### config.mk
export PLATFORM = sky130hd
export DESIGN_NAME = sym_frame_tx_flat
export DESIGN_NICKNAME = d
export VERILOG_FILES = /design/src/rtl/sym_frame_tx_pkg.sv /design/src/rtl/sym_frame_tx_if.sv /design/src/rtl/sym_frame_tx_gap_timer.sv /design/src/rtl/sym_frame_tx.sv /design/src/flat_wrapper.sv
export SDC_FILE = /design/constraint.sdc
export NUM_CORES = 1
export LEC_CHECK = 0
export BUFFER_PORTS_ARGS = -buffer_cell sky130_fd_sc_hd__buf_2
export CAP_MARGIN = 20
export CORE_MARGIN = 2
export CORE_UTILIZATION = 45
export DETAILED_ROUTE_END_ITERATION = 10
export MAX_ROUTING_LAYER = met4
export PLACE_DENSITY = 0.66
export RECOVER_POWER = 25
export SLEW_MARGIN = 20
export SYNTH_ARGS = -nofsm -noshare
export SYNTH_HDL_FRONTEND = slang
export SYNTH_SLANG_ARGS = --single-unit
### constraint.sdc
create_clock -name clk -period 2.2 [get_ports clk]
set_clock_uncertainty 0.2 [all_clocks]
set_input_delay 0.33 -clock clk [delete_from_list [all_inputs] [get_ports clk]]
set_output_delay 0.33 -clock clk [all_outputs]
set_load 0.05 [all_outputs]
### src/rtl/sym_frame_tx_pkg.sv
// rtl/sym_frame_tx_pkg.sv - shared state encoding, symbol constants and gap-load helper
package sym_tx_pkg;

  typedef enum logic [2:0] {
    ST_IDLE = 3'd0,
    ST_PRE  = 3'd1,
    ST_DATA = 3'd2,
    ST_PAR  = 3'd3,
    ST_GAP  = 3'd4
  } state_t;

  localparam logic [1:0] SYM_PREAMBLE = 2'b11;
  localparam logic [1:0] SYM_IDLE     = 2'b00;

  // The gap timer counts down to zero, so it starts one below the gap length.
  function automatic logic [3:0] gap_load(input int gap);
    return (gap > 0) ? 4'(gap - 1) : 4'd0;
  endfunction

endpackage

### src/rtl/sym_frame_tx_if.sv
// rtl/sym_frame_tx_if.sv - byte-in / symbol-out bus between producer, transmitter and receiver
interface sym_tx_if;
  logic       s_valid;
  logic [7:0] s_data;
  logic       s_ready;
  logic [1:0] sym;
  logic       sym_valid;
  logic       busy;

  modport master (
    output s_valid, s_data,
    input  s_ready, sym, sym_valid, busy
  );

  modport slave (
    input  s_valid, s_data,
    output s_ready, sym, sym_valid, busy
  );
endinterface

### src/rtl/sym_frame_tx_gap_timer.sv
// rtl/sym_frame_tx_gap_timer.sv - 4-bit down-counter timing the idle gap after each frame
module sym_gap_timer (
  input  logic       clk,
  input  logic       rstn,
  input  logic       i_load,
  input  logic [3:0] i_load_val,
  input  logic       i_tick,
  output logic       o_done
);

  logic [3:0] r_cnt;

  always_ff @(posedge clk or negedge rstn) begin
    if (!rstn) begin
      r_cnt <= 4'd0;
    end else if (i_load) begin
      r_cnt <= i_load_val;
    end else if (i_tick && (r_cnt != 4'd0)) begin
      r_cnt <= r_cnt - 4'd1;
    end
  end

  assign o_done = (r_cnt == 4'd0);

endmodule

### src/rtl/sym_frame_tx.sv
// rtl/sym_frame_tx.sv - frames each accepted byte as preamble, four 2-bit data symbols and parity
module sym_frame_tx
  import sym_tx_pkg::*;
#(
  parameter int GAP_CYCLES = 1,
  parameter bit MSB_FIRST  = 1'b1
) (
  input  logic     clk,
  input  logic     rstn,
  sym_tx_if.slave  bus
);

  localparam logic [3:0] GAP_LOAD = gap_load(GAP_CYCLES);

  state_t     r_state;
  state_t     w_next;
  logic [1:0] r_cnt;
  logic [7:0] r_shift;
  logic [1:0] r_par;
  logic [1:0] w_data_sym;
  logic       w_accept;
  logic       w_gap_load;
  logic       w_gap_tick;
  logic       w_gap_done;

  // The outgoing slice always sits at the end that shifts out first.
  assign w_data_sym = MSB_FIRST ? r_shift[7:6] : r_shift[1:0];
  assign w_accept   = (r_state == ST_IDLE) && bus.s_valid;

  always_ff @(posedge clk or negedge rstn) begin
    if (!rstn) begin
      r_state <= ST_IDLE;
    end else begin
      r_state <= w_next;
    end
  end

  always_comb begin
    w_next        = r_state;
    w_gap_load    = 1'b0;
    w_gap_tick    = 1'b0;
    bus.sym       = SYM_IDLE;
    bus.sym_valid = 1'b0;
    case (r_state)
      ST_IDLE: begin
        if (bus.s_valid) w_next = ST_PRE;
      end
      ST_PRE: begin
        bus.sym       = SYM_PREAMBLE;
        bus.sym_valid = 1'b1;
        w_next        = ST_DATA;
      end
      ST_DATA: begin
        bus.sym       = w_data_sym;
        bus.sym_valid = 1'b1;
        if (r_cnt == 2'd3) w_next = ST_PAR;
      end
      ST_PAR: begin
        bus.sym       = r_par;
        bus.sym_valid = 1'b1;
        if (GAP_CYCLES > 0) begin
          w_next     = ST_GAP;
          w_gap_load = 1'b1;
        end else begin
          w_next = ST_IDLE;
        end
      end
      ST_GAP: begin
        w_gap_tick = 1'b1;
        if (w_gap_done) w_next = ST_IDLE;
      end
      default: w_next = ST_IDLE;
    endcase
  end

  always_ff @(posedge clk or negedge rstn) begin
    if (!rstn) begin
      r_cnt   <= 2'd0;
      r_shift <= 8'h00;
      r_par   <= 2'b00;
    end else begin
      case (r_state)
        ST_IDLE: begin
          if (w_accept) begin
            r_shift <= bus.s_data;
            r_par   <= 2'b00;
            r_cnt   <= 2'd0;
          end
        end
        ST_PRE: begin
          r_cnt <= 2'd0;
        end
        ST_DATA: begin
          r_par   <= r_par ^ w_data_sym;
          r_shift <= MSB_FIRST ? {r_shift[5:0], 2'b00} : {2'b00, r_shift[7:2]};
          r_cnt   <= r_cnt + 2'd1;
        end
        default: begin
        end
      endcase
    end
  end

  assign bus.s_ready = (r_state == ST_IDLE);
  assign bus.busy    = (r_state != ST_IDLE);

  sym_gap_timer u_gap_timer (
    .clk        (clk),
    .rstn       (rstn),
    .i_load     (w_gap_load),
    .i_load_val (GAP_LOAD),
    .i_tick     (w_gap_tick),
    .o_done     (w_gap_done)
  );

endmodule

### src/flat_wrapper.sv
// flat-port wrapper written by rule: the top's interface ports become plain ports
module sym_frame_tx_flat import sym_tx_pkg::*;
#(
  parameter int GAP_CYCLES = 1,
  parameter bit MSB_FIRST  = 1'b1
)
  (clk, rstn, bus_s_valid, bus_s_data, bus_s_ready, bus_sym, bus_sym_valid, bus_busy);
  sym_tx_if bus_i ();
  input  logic clk;
  input  logic rstn;
  input wire logic [$bits(bus_i.s_valid)-1:0] bus_s_valid;
  input wire logic [$bits(bus_i.s_data)-1:0] bus_s_data;
  output wire logic [$bits(bus_i.s_ready)-1:0] bus_s_ready;
  output wire logic [$bits(bus_i.sym)-1:0] bus_sym;
  output wire logic [$bits(bus_i.sym_valid)-1:0] bus_sym_valid;
  output wire logic [$bits(bus_i.busy)-1:0] bus_busy;
  assign bus_i.s_valid = bus_s_valid;
  assign bus_i.s_data = bus_s_data;
  assign bus_s_ready = bus_i.s_ready;
  assign bus_sym = bus_i.sym;
  assign bus_sym_valid = bus_i.sym_valid;
  assign bus_busy = bus_i.busy;
  sym_frame_tx #(.GAP_CYCLES(GAP_CYCLES), .MSB_FIRST(MSB_FIRST)) u_core (.clk(clk), .rstn(rstn), .bus(bus_i));
endmodule
==> summary.md <==
| Metric | Value |
|---|---|
| Initial DRC Count | `12` |
| RePlAce Congestion | `0.6885` |
| Ys Warns | `0` |
| Total GRT Usage | `15.38%` |
| Worst Tran Pin Value | `1.011 ns` |
| Avg WL per Cell | `12.16 um` |
| TritonRoute pass-1 iters | `4` |
| Clock Path Buffers | `2` |
| Commonest non-fill, non-tap cell in the layout | `dfrtp_1` |
| Global-route wire length before repair | `2835 um` |
| Post-synth EDFFs | `0` |
| Vias in the first global route | `620` |
| Crit end category | `output port` |
| Placed cell count | `130` |
| Clock root buffer master | `clkbuf_4` |
| Worst Path Max Fanout | `13` |
| FMAX | `0.4878 GHz` |
| Minimum clock period | `between 2 and 2.5 ns` |
| Core Area | `1982 sq um` |
| Tcrit/Tclk final | `about 93%` |
| Largest family of logic cells by synthesized area | `simple AND/OR/NAND/NOR gates` |
| Drt drc | `0` |
| Vias per std cell | `5.148` |
| Mux cell area share after synthesis | `under 10%` |
| Die width | `50.21 um` |
| Via Count | `695` |
| Final Slew Violations | `0` |
| H-tree level count | `1` |
| Slowest stage delay, CP | `0.65 ns` |
| CTS Sinks | `19` |
| Die Span Y | `50.21 um` |
| Critical Path AT | `about 1.5 ns` |
| CTS tree | `done` |
| Syn nets | `103` |
| I/O pins | `16` |
| Synth Area in XOR/XNOR | `less than 1%` |
| CP Launch Type | `flip-flop` |
| Most frequent cells in the layout | `dfrtp_1 (18), nand2_1 (14), buf_2 (14)` |
| Fin cells | `between 100 and 150` |
| DRT antenna net count | `0` |
| Worst Setup Path Type | `flip-flop to output port` |
| Routed WL | `1641 um` |
| ANT cells | `0` |
| Mapped cell area | `960.9 sq um` |
| WP buf/inv | `1` |
| Clock-pin slew on the worst setup and hold paths | `0.10 ns` |
| Adder-Cell Fraction of Synth Area | `2.604%` |
| Slew headroom | `around 33%` |
| PD cells | `1507 nW/um^2` |
| Initial antenna violation count | `0` |
| Largest net degree at the start of global routing | `20` |
| Placed wire-length estimate | `1232 um` |
| Post-Syn Area per Cell | `10.68 sq um` |
| Grt ovf | `0` |
| Netlist cell types | `26` |
| Layout area overhead | `15.49%` |
| Register area share after synthesis | `49.48%` |
| Starting Density | `between 40% and 50%` |
| WP data required | `approximately 1.7 ns` |
| Final setup fails | `0` |
| Post-synthesis simple-gate area fraction | `20.57%` |
| Final hold viol count | `0` |
| Area fraction in compound gates after synthesis | `between 10% and 20%` |
| Row Count | `16` |
| Status | `finished, final reports clean` |
| RSZ-0062 raised after global routing | `no` |
| Die Footprint | `2521 sq um` |
| Worst-Skew Late Latency | `0.29 ns` |
| Cell count after synthesis | `90` |
| Seq cells post-synth | `19` |
| CTS Buf Count | `3` |
| Fraction of layout cells with a size suffix above 1 | `a little over a quarter` |
| VDD IR-drop max | `0.6493 mV` |
| WHS | `0.06027 ns` |
| FILL cells | `181` |
| Port Buf Inserts | `15` |
| Ys async rst share | `100.0%` |
| # nets final | `122` |
| Worst hold-check path type | `input pin to flip-flop` |
| Most used DFF post-synth | `dfrtp_1` |
| CP delay by family, top | `flip-flops` |
| CP Cell Sequence | `a21oi_1, nor3_2, buf_2` |
| Number of max-cap violations | `0` |
| Worst path slowest cell | `dfrtp_1` |
| P_leak | `0.5877 nW` |
==> metal layers <==
layer  global-route usage [%]  vias to the layer above  part of all wire, %
met3                    1.786                        4                  3.2
met5                        -                        -                    0
met4                    8.333                        0                  1.6
li1                         -                      357                    -
met1                    23.20                      322                   51
met2                    19.96                       12                   44
==> worst register-to-register path: cells and delay by family, from the launching register on <==
family,cells,cell delay [ns]
AND/OR/NAND/NOR,2,0.55
AO/OA/AOI/OAI,1,0.18
flip-flops,1,0.56
buffers and inverters,1,0.19
==> what timing repair did <==
action	in CTS	in global routing
setup endpoints to repair	0	1
gates resized for setup	0	1
endpoints found under the hold margin	19	0
hold buffers	1	0
setup buffers	0	0
==> cell families after synthesis <==
| kind of cell | after synthesis |
|---|---|
| muxes | 5 |
| AOI/OAI and AO/OA | 21 |
| adders and majority gates | 2 |
| xor gates and xnor gates | 1 |
| DFF | 19 |
| and+or+nand+nor | 34 |
| buffers and inverters | 8 |
==> final cells by class <==
cell class / count / area [sq um] / share of cell area (%)
Clock buffer: 4 / 26.28 / 2.368
Timing Repair Buffer: 18 / 98.84 / 8.906
Tap cell: 27 / 33.78 / 3.044
Sequential cell: 19 / 476.7 / 42.95
Multi-Input combinational cell: 63 / 459.2 / 41.38
Inverter: 4 / 15.01 / 1.353
==> per-stage QoR <==
step                 TNS, ns  power, W  util [%]  cell area, sq um  worst slack [ns]
floorplan           -0.07273  0.001338         -             975.9          -0.07273
global placement           0  0.001491     54.17              1074            0.5050
detailed placement         0  0.001513     54.17              1074            0.4650
CTS                        0  0.001689     56.00              1110            0.1272
global route               0  0.001809     56.00              1110          0.006872
finish                     0  0.001672     56.00              1110            0.1498
==> worst paths after layout <==
check,slack [ns],end,cells past startpoint,startpoint
min in group asynchronous,0.52,u_core.u_gap_timer.r_cnt[2],2,rstn
setup / recovery,0.15,bus_sym[1],3,u_core.r_state[1]
setup reg to reg,0.46,u_core.r_shift[1],4,u_core.r_state[1]
hold reg to reg,0.28,u_core.r_par[1],1,u_core.r_par[1]
max in group asynchronous,0.61,u_core.r_state[0],2,rstn
hold / removal,0.06,u_core.r_shift[0],2,bus_s_data[0]
==> power breakdown <==
group / leakage, nW / internal (W) / switching, W / total, W
clock: 0.0150 / 0.0000704 / 0.000102 / 0.000172
sequential: 0.246 / 0.000478 / 0.000161 / 0.000639
combinational: 0.327 / 0.000330 / 0.000531 / 0.000861
total: 0.588 / 0.000878 / 0.000794 / 0.00167
==> flip-flops by register name, summed over array words and instances, names as in the netlist <==
signal and flops:
u_core.u_gap_timer.r_cnt 4, u_core.r_shift 8, u_core.r_state 3, u_core.r_cnt 2, u_core.r_par 2
==> Yosys cell counts, types with 2 or more instances <==
cell | instances | share of area, %
a21o_1 | 6 | 4.7
a21oi_1 | 2 | 1.0
a22o_1 | 8 | 7.3
buf_2 | 3 | 1.6
dfrtp_1 | 19 | 49
ha_1 | 2 | 2.6
inv_1 | 4 | 1.6
mux2i_1 | 5 | 5.2
nand2_1 | 14 | 5.5
nor2_1 | 6 | 2.3
nor3_1 | 5 | 2.6
nor3b_2 | 2 | 2.6
Power figures use the tool's default switching activity.
